--- src/rtl/conv_psum_requant.sv ---
// Back end of the 3x3 conv adder tree: tracks valid beats through the tree latency,
// accumulates per-channel sums, adds bias, rounds/shifts/ReLUs/saturates and buffers results.
module conv_psum_requant #(
  parameter int TREE_LAT = 4,
  parameter int DEPTH    = 8,
  parameter int CH_W     = 10,
  parameter int OUT_W    = 8
) (
  input  logic              clk,
  input  logic              rst,
  input  logic [CH_W-1:0]   cfg_num_ch,
  input  logic [4:0]        cfg_shift,
  input  logic              cfg_relu,
  input  logic [31:0]       bias,
  input  logic              in_valid,
  output logic              in_ready,
  input  logic [31:0]       tree_sum,
  output logic [OUT_W-1:0]  out_data,
  output logic              out_valid,
  input  logic              out_ready,
  output logic              busy
);
  localparam int AW = $clog2(DEPTH);
  localparam int CW = AW + 1;
  localparam logic signed [32:0] SAT_MAX = 33'((1 <<< (OUT_W - 1)) - 1);
  localparam logic signed [32:0] SAT_MIN = -SAT_MAX - 33'sd1;

  // Valid/ready: the feeder's beat is taken on a clock edge where in_valid & in_ready are
  // both high; a result leaves on an edge where out_valid & out_ready are both high.

  logic [CH_W-1:0]     ch_cnt_q, ch_cnt_d;
  logic [TREE_LAT-1:0] dl_valid_q, dl_valid_d;
  logic [TREE_LAT-1:0] dl_first_q, dl_first_d;
  logic [TREE_LAT-1:0] dl_last_q, dl_last_d;
  logic [31:0]         dl_bias_q [TREE_LAT];
  logic [31:0]         dl_bias_d [TREE_LAT];
  logic [31:0]         acc_q, acc_d;
  logic                a_valid_q, a_valid_d;
  logic [31:0]         a_pre_q, a_pre_d;
  logic                b_valid_q, b_valid_d;
  logic [OUT_W-1:0]    b_data_q, b_data_d;
  logic [OUT_W-1:0]    mem_q [DEPTH];
  logic [OUT_W-1:0]    mem_d [DEPTH];
  logic [AW-1:0]       wr_ptr_q, wr_ptr_d;
  logic [AW-1:0]       rd_ptr_q, rd_ptr_d;
  logic [CW-1:0]       count_q, count_d;
  logic [CW-1:0]       inflight_q, inflight_d;

  logic [CH_W-1:0]     num_eff;
  logic                accept, beat_first, beat_last;
  logic                tail_valid, tail_first, tail_last;
  logic [31:0]         tail_bias, acc_next;
  logic signed [32:0]  pre_ext, rnd, rounded, shifted, relu_v, sat_v;
  logic                push, pop;
  logic [CW:0]         occupancy;

  always_comb begin
    num_eff    = (cfg_num_ch == '0) ? CH_W'(1) : cfg_num_ch;
    occupancy  = {1'b0, count_q} + {1'b0, inflight_q};
    in_ready   = occupancy < (CW + 1)'(DEPTH);
    accept     = in_valid & in_ready;
    beat_first = (ch_cnt_q == '0);
    beat_last  = (ch_cnt_q == num_eff - CH_W'(1));

    ch_cnt_d = ch_cnt_q;
    if (accept) ch_cnt_d = beat_last ? '0 : ch_cnt_q + CH_W'(1);

    // Beat tags travel alongside the tree so they line up with its sum at the tail.
    dl_valid_d = dl_valid_q;
    dl_first_d = dl_first_q;
    dl_last_d  = dl_last_q;
    for (int i = 0; i < TREE_LAT; i++) dl_bias_d[i] = dl_bias_q[i];
    for (int i = TREE_LAT - 1; i > 0; i--) begin
      dl_valid_d[i] = dl_valid_q[i-1];
      dl_first_d[i] = dl_first_q[i-1];
      dl_last_d[i]  = dl_last_q[i-1];
      dl_bias_d[i]  = dl_bias_q[i-1];
    end
    dl_valid_d[0] = accept;
    dl_first_d[0] = accept & beat_first;
    dl_last_d[0]  = accept & beat_last;
    dl_bias_d[0]  = (accept & beat_last) ? bias : '0;

    tail_valid = dl_valid_q[TREE_LAT-1];
    tail_first = dl_first_q[TREE_LAT-1];
    tail_last  = dl_last_q[TREE_LAT-1];
    tail_bias  = dl_bias_q[TREE_LAT-1];

    acc_next  = tail_first ? tree_sum : acc_q + tree_sum;
    acc_d     = tail_valid ? acc_next : acc_q;
    a_valid_d = tail_valid & tail_last;
    a_pre_d   = a_valid_d ? acc_next + tail_bias : a_pre_q;

    // 33-bit intermediate so the rounding increment cannot wrap.
    pre_ext = {a_pre_q[31], a_pre_q};
    rnd     = (cfg_shift != 5'd0) ? (33'sd1 <<< (cfg_shift - 5'd1)) : 33'sd0;
    rounded = pre_ext + rnd;
    shifted = rounded >>> cfg_shift;
    relu_v  = (cfg_relu && shifted < 33'sd0) ? 33'sd0 : shifted;
    if (relu_v > SAT_MAX)      sat_v = SAT_MAX;
    else if (relu_v < SAT_MIN) sat_v = SAT_MIN;
    else                       sat_v = relu_v;
    b_valid_d = a_valid_q;
    b_data_d  = a_valid_q ? sat_v[OUT_W-1:0] : b_data_q;

    push = b_valid_q;
    pop  = (count_q != '0) & out_ready;

    for (int i = 0; i < DEPTH; i++) mem_d[i] = mem_q[i];
    if (push) mem_d[wr_ptr_q] = b_data_q;
    wr_ptr_d = push ? wr_ptr_q + AW'(1) : wr_ptr_q;
    rd_ptr_d = pop  ? rd_ptr_q + AW'(1) : rd_ptr_q;

    count_d = count_q;
    if (push && !pop)      count_d = count_q + CW'(1);
    else if (!push && pop) count_d = count_q - CW'(1);

    // Reserved slots for accepted groups; the credit comes back only on the push.
    inflight_d = inflight_q;
    if ((accept & beat_last) && !push)      inflight_d = inflight_q + CW'(1);
    else if (!(accept & beat_last) && push) inflight_d = inflight_q - CW'(1);

    out_valid = (count_q != '0);
    out_data  = out_valid ? mem_q[rd_ptr_q] : '0;
    busy      = (ch_cnt_q != '0) | (|dl_valid_q) | a_valid_q | b_valid_q | out_valid;
  end

  always_ff @(posedge clk) begin
    if (rst) begin
      ch_cnt_q   <= '0;
      dl_valid_q <= '0;
      dl_first_q <= '0;
      dl_last_q  <= '0;
      for (int i = 0; i < TREE_LAT; i++) dl_bias_q[i] <= '0;
      acc_q      <= '0;
      a_valid_q  <= 1'b0;
      a_pre_q    <= '0;
      b_valid_q  <= 1'b0;
      b_data_q   <= '0;
      wr_ptr_q   <= '0;
      rd_ptr_q   <= '0;
      count_q    <= '0;
      inflight_q <= '0;
    end else begin
      ch_cnt_q   <= ch_cnt_d;
      dl_valid_q <= dl_valid_d;
      dl_first_q <= dl_first_d;
      dl_last_q  <= dl_last_d;
      for (int i = 0; i < TREE_LAT; i++) dl_bias_q[i] <= dl_bias_d[i];
      acc_q      <= acc_d;
      a_valid_q  <= a_valid_d;
      a_pre_q    <= a_pre_d;
      b_valid_q  <= b_valid_d;
      b_data_q   <= b_data_d;
      wr_ptr_q   <= wr_ptr_d;
      rd_ptr_q   <= rd_ptr_d;
      count_q    <= count_d;
      inflight_q <= inflight_d;
    end
  end

  // Storage needs no reset: reads are gated by the count.
  always_ff @(posedge clk) begin
    for (int i = 0; i < DEPTH; i++) mem_q[i] <= mem_d[i];
  end

endmodule

--- config.mk ---
export PLATFORM = sky130hd
export DESIGN_NAME = conv_psum_requant
export DESIGN_NICKNAME = d
export VERILOG_FILES = /design/src/rtl/conv_psum_requant.sv
export SDC_FILE = /design/constraint.sdc
export NUM_CORES = 1
export LEC_CHECK = 0
export CAP_MARGIN = 20
export CORE_MARGIN = 10
export CORE_UTILIZATION = 45
export CTS_BUF_LIST = sky130_fd_sc_hd__clkbuf_8
export DETAILED_ROUTE_END_ITERATION = 16
export GPL_ROUTABILITY_DRIVEN = 0
export MAX_ROUTING_LAYER = met4
export PLACE_DENSITY = 0.74
export SKIP_CTS_REPAIR_TIMING = 1
export SYNTH_ARGS = -nofsm -noshare
export SYNTH_HDL_FRONTEND = slang
export SYNTH_SLANG_ARGS = --single-unit
--- constraint.sdc ---
create_clock -name clk -period 12.3 [get_ports clk]
set_input_delay 2.46 -clock clk [delete_from_list [all_inputs] [get_ports clk]]
set_output_delay 2.46 -clock clk [all_outputs]
set_load 0.02 [all_outputs]
==> out/metrics.yaml, run 1 <==
outcome:
  status: "completed"
grt:
  antenna_found_initial: 4
  grt_overflow: 0
  grt_max_degree: 127
  grt_usage_pct: 18.5
  grt_pass1_wl_um: 75100
  first_global_vias: 14800
clocking:
  clkTransAtPathRegs_ps: 60
  h-tree-depth: 2
  clk_latency_ps: 570
  cts_buffer_depth: 3
  root_buffer: "clkbuf_8"
  clkSinkCount: 305
  cts_tree: "built"
  numCtsBuffers: 46
finish:
  layout-drive-gt1-share_pct: 8.81
  multi_input_area_um2: 10900
  final-seq-area_um2: 6750
  nFillCells: 3639
  synthToLayoutAreaGrowth_pct: 12.9
  final_cell_mix: "dfxtp_1 (239), nor2_1 (200), nand2_1 (188)"
  stdcell_area_um2: 20500
  nNetsFinal: 2263
  layout_commonest_cell: "dfxtp_1"
  finish.utilization_pct: 51.5
detailed_routing:
  wl_per_cell_um: 17.5
  dr.pass1.iters: 6
  via_count: 15200
  drt_iter0_markers: 1376
  routed_wl_um: 46000
  drtAntennaViolNets: 0
  via_per_inst: 5.79
  drc_errors: 0
sta:
  finalWorstPathRequiredPeriod_ps: 8540
  fin_ws_ps: 3760
  clock.fmax_ghz: 0.117
  finalHoldViolations: 0
  worstMarginPinSlew_ps: 935
  fin_tns_setup_ps: 0
  holdWs_ps: 432
  rsz0062_at_grt: "no"
  finalSetupViolCount: 0
  finalCritPeriodShare_pct: 69.4
  skew_ps: 23.8
  report.final.slew_viol_count: 0
  slew-limit-headroom_pct: 36.0
worst_hold_path:
  hold_class: "reg -> reg"
  hold_start: "dl_bias_q[0][58]"
logic_synthesis:
  synthArstFlopShare_pct: 0
  synth_top_cell_by_area: "dfxtp_1"
  synth_enable_flop_cells: 64
  ys_warn_count: 0
  yosysSeqAreaShare_pct: 37.1
  yosys.area.top_type_share_pct: 26.5
  ys_types: 103
  syn_area_um2: 18200
  synth_area_leaders: "dfxtp_1 (27%), edfxtp_1 (11%), ha_1 (7.4%), nor2_1 (4.1%), nor2b_1 (3.9%)"
  avgSynthCellArea_um2: 9.03
  synth_seq_cells: 305
  synthFlopType: "dfxtp_1"
  netlist_instances: 2013
  syn_nets: 2210
critical_path:
  crit_path_max_fanout: 40
  slowest_delay_ps: 540
  required_ps: 12720
  crit_path_top_delay_cell: "mux4_2"
  endpoint_kind: "register"
  cp.arrival_ps: 8950
  setup.worst_path.start_class: "input port"
  worstSetupPathType: "in -> reg"
  critPathLaunch: "cfg_shift[0]"
  timing.rr.start: "acc_q[0]"
  crit_chain: "clkdlybuf4s50_1 > buf_4 > nand2_1 > nor3_1 > ha_1 > inv_1 > fa_1 > nand2b_1 > a21oi_2 > o21ai_4 > o31a_4 > o41ai_2 > xor2_1 > o221a_2 > a21boi_1 > mux4_2 > or4b_1 > nor4_2 > a41oi_1 > o211ai_2 > o211ai_1"
placement:
  dpl_cell_area_um2: 19500
  io_buffers: 94
  place_ws_ps: 3280
  dp_hpwl_um: 33900
pwr:
  vdd_drop_max_mv: 0.0888
  pwr_density_cell_nw_per_um2: 115
  power_leakage_nw: 8.21
floorplanning:
  initial_core_util_pct: 45.6
  die_area_um2: 48800
  pin_count: 95
  die_h_um: 221
  rows: 73
  die-width_um: 221
  core_um2: 39800
job:
  max_cap_viol_count: 0
[sequential cells by signal, indices dropped and copies added (netlist names), 3 cells and up, named ones only]
signal / flops
ch_cnt_q: 10
acc_q: 32
rd_ptr_q: 3
dl_first_q: 4
dl_last_q: 4
dl_valid_q: 4
dl_bias_q: 128
mem_q: 64
a_pre_q: 32
inflight_q: 4
b_data_q: 8
count_q: 4
wr_ptr_q: 3
[cell type report]
class                      instances  share of cell area (%)
inverter                          38                   0.695
multi-input combinational       1563                    53.0
sequential                       305                    32.9
clock buffer                      58                    3.89
clock inverter                    25                   0.841
timing repair buffer             112                    5.50
tap                              525                    3.20
antenna                            1                  0.0122
[worst max-delay path, delay by kind of cell]
kind	cells	cell delay (ps)
muxes	1	540
AOI/OAI and AO/OA	9	2400
xor gates and xnor gates	1	220
buffers and inverters	3	900
and+or+nand+nor	5	1740
adders and majority gates	2	660
[metal layers]
metal | wire [um] | GRT usage [%] | up-vias
li1 | - | - | 7382
met4 | 1710 | 7.64 | 0
met2 | 21600 | 29.5 | 593
met1 | 19700 | 22.7 | 7114
met3 | 3060 | 3.30 | 123
met5 | 0 | - | -
[cell usage after synthesis (20+ instances only)]
| cell type | instances |
|---|---|
| dfxtp_1 | 241 |
| nor2_1 | 200 |
| nand2_1 | 188 |
| a21oi_1 | 135 |
| nor2b_1 | 113 |
| ha_1 | 108 |
| o21ai_0 | 86 |
| clkbuf_1 | 79 |
| xnor2_1 | 76 |
| edfxtp_1 | 64 |
| mux2i_1 | 56 |
| and3_1 | 49 |
| a21o_1 | 41 |
| xor2_1 | 39 |
| nor3_1 | 37 |
| inv_1 | 36 |
| nand3_1 | 36 |
| mux4_2 | 26 |
| o211ai_1 | 26 |
| o21a_1 | 24 |
| or3_1 | 24 |
| a211oi_1 | 21 |
| mux2_2 | 20 |
| nand2b_1 | 20 |
[stage by stage]
step	total power [mW]	instances
2_1_floorplan	1.35	2013
3_3_place_gp	1.50	2539
3_5_place_dp	1.51	2540
4_1_cts	2.38	2623
5_1_grt	2.46	2627
6_report	2.35	2627
[report_power, final]
group / internal [mW] / switching [mW] / leakage (nW)
clock network: 0.469 / 0.386 / 0.546
registers: 1.03 / 0.0229 / 2.52
logic: 0.198 / 0.248 / 5.14
[logic make-up (layout without fill, tap and decap cells)]
kind of cell	after synthesis	count (layout)	share of synthesized area (%)
AO/OA/AOI/OAI	483	483	18.1
flip-flops	305	305	37.1
AND/OR/NAND/NOR	747	747	20.4
multiplexers	104	104	7.70
XOR/XNOR	115	115	5.54
other	1	2	0.0206
buffers and inverters	145	233	3.13
adder cells (fa/ha/maj)	113	113	7.99
[final timing paths]
path | to | slack (ps) | cells after the start
max | b_data_q[6] | 3760 | 21
min | dl_bias_q[0][90] | 430 | 1
max reg2reg | a_pre_q[31] | 5950 | 25
min reg2reg | dl_bias_q[0][90] | 430 | 1
No activity file was read; power rests on OpenSTA's default activity.
==> inputs of run 2 (changes only) <==
- PLACE_DENSITY: 0.74 -> 0.76
- clock period: 12.3 -> 7 ns (I/O delays scaled with it)
==> out/metrics.yaml, run 2 (same netlist as run 1, synthesis figures left out) <==
finish:
  final_cell_mix: "dfxtp_1 (240), nor2_1 (200), nand2_1 (188)"
  synthToLayoutAreaGrowth_pct: 19.3
  layout_commonest_cell: "dfxtp_1"
  largest_reg_flops: 128
  stdcell_area_um2: 21700
  nFillCells: 3552
  final-seq-area_um2: 6750
  reg_top3: "dl_bias_q x128, mem_q x64"
  layout-drive-gt1-share_pct: 14.7
  diodes: 0
  multi_input_area_um2: 10900
  finish.utilization_pct: 54.5
  nNetsFinal: 2389
  regMostFlops: "dl_bias_q"
sta:
  holdWs_ps: 433
  report.final.slew_viol_count: 0
  finalWorstPathRequiredPeriod_ps: 6740
  worstMarginPinSlew_ps: 954
  clock.fmax_ghz: 0.148
  rsz0062_at_grt: "no"
  fin_tns_setup_ps: 0
  finalCritPeriodShare_pct: 96.3
  skew_ps: 22.9
  finalHoldViolations: 0
  slew-limit-headroom_pct: 36.1
  finalSetupViolCount: 0
detailed_routing:
  via_per_inst: 5.71
  drt_iter0_markers: 1347
  drc_errors: 0
  wl_per_cell_um: 17.1
  dr.pass1.iters: 5
  drtAntennaViolNets: 0
  via_count: 15800
  routed_wl_um: 47100
pwr:
  power_leakage_nw: 8.92
  vdd_drop_max_mv: 0.215
  pwr_density_cell_nw_per_um2: 200
  total_power_mw: 4.33
placement:
  dpl_cell_area_um2: 20400
  io_buffers: 94
  dp_hpwl_um: 35500
outcome:
  status: "completed"
floorplanning:
  die_area_um2: 48800
  core_um2: 39800
  pin_count: 95
  die-width_um: 221
  die_h_um: 221
  rows: 73
  initial_core_util_pct: 45.6
grt:
  grt_usage_pct: 18.8
  grt_pass1_wl_um: 76300
  antenna_found_initial: 1
  grt_overflow: 0
  grt_max_degree: 89
  first_global_vias: 15300
job:
  max_cap_viol_count: 0
critical_path:
  cp.arrival_ps: 7240
  endpoint_kind: "register"
  crit_path_max_fanout: 2
  setup.worst_path.start_class: "input port"
  ff2ff_path_depth: 25
  required_ps: 7500
  worstSetupPathType: "in -> reg"
worst_hold_path:
  whs_path_depth: 1
  hold_class: "reg -> reg"
clocking:
  clk_latency_ps: 600
  cts_buffer_depth: 3
  clkSinkCount: 305
  h-tree-depth: 2
  clkTransAtPathRegs_ps: 60
  root_buffer: "clkbuf_8"
  cts_tree: "built"
  numCtsBuffers: 49
## run 2: changes by cell type in the layout (fill, tap and decap cells not counted), sizes merged
| cell | change |
|---|---|
| buf | +123 |
| clkbuf | +6 |
| clkdlybuf4s50 | -3 |
| dlymetal6s2s | +3 |
| clkinv | +2 |
| bufinv | +1 |
| diode | -1 |
| inv | -1 |
## run 2: worst paths after layout
| check | from | endpoint | slack, ps |
|---|---|---|---|
| hold / removal | dl_bias_q[0][45] | dl_bias_q[0][77] | 430 |
| setup / recovery | tree_sum[0] | a_pre_q[31] | 260 |
| setup reg to reg | acc_q[0] | a_pre_q[31] | 860 |
| hold reg to reg | dl_bias_q[0][45] | dl_bias_q[0][77] | 430 |
## run 2: power by group
part | switching, mW | total [mW] | internal [mW]
combinational | 0.446 | 0.829 | 0.383
clock | 0.711 | 1.65 | 0.939
sequential | 0.0394 | 1.85 | 1.81
## run 2: worst max-delay path, stage by stage
cell            delay [ps]
dlymetal6s2s_1         130
ha_2                   190
fa_2                   360
a21o_1                 170
a21oi_2                160
o21bai_1               110
a21oi_2                150
o21bai_1               110
a211o_1                340
o311a_1                370
or3b_2                 490
a21oi_1                160
a21oi_1                 50
mux2_2                 280
ha_1                   210
or3_4                  340
a311oi_2               220
nor3_2                 100
a221o_1                350
a221o_1                390
nor4_4                 280
o41ai_2                120
a21oi_1                170
xor2_1                 210
xnor2_1                110
o31ai_1                250
## run 2: cell type report
cell class,instances,area share [%]
multi-input combinational,1563,50.5
clock buffer,64,4.06
sequential,305,31.1
tap,525,3.03
clock inverter,27,1.00
timing repair buffer,235,9.65
inverter,38,0.658
## run 2: layer usage
metal  track usage (%)  routed length [um]
met1              22.0               19700
met2              32.3               23100
met3              2.79                2870
met4              6.74                1460
met5                 -                   0
## run 2: metrics by stage
stage                     setup slack, ps  cells
after floorplan                       208   2013
after global placement               -616   2659
after detailed placement             -679   2659
after CTS                            -109   2750
after global routing                 3.95   2757
final                                 256   2757
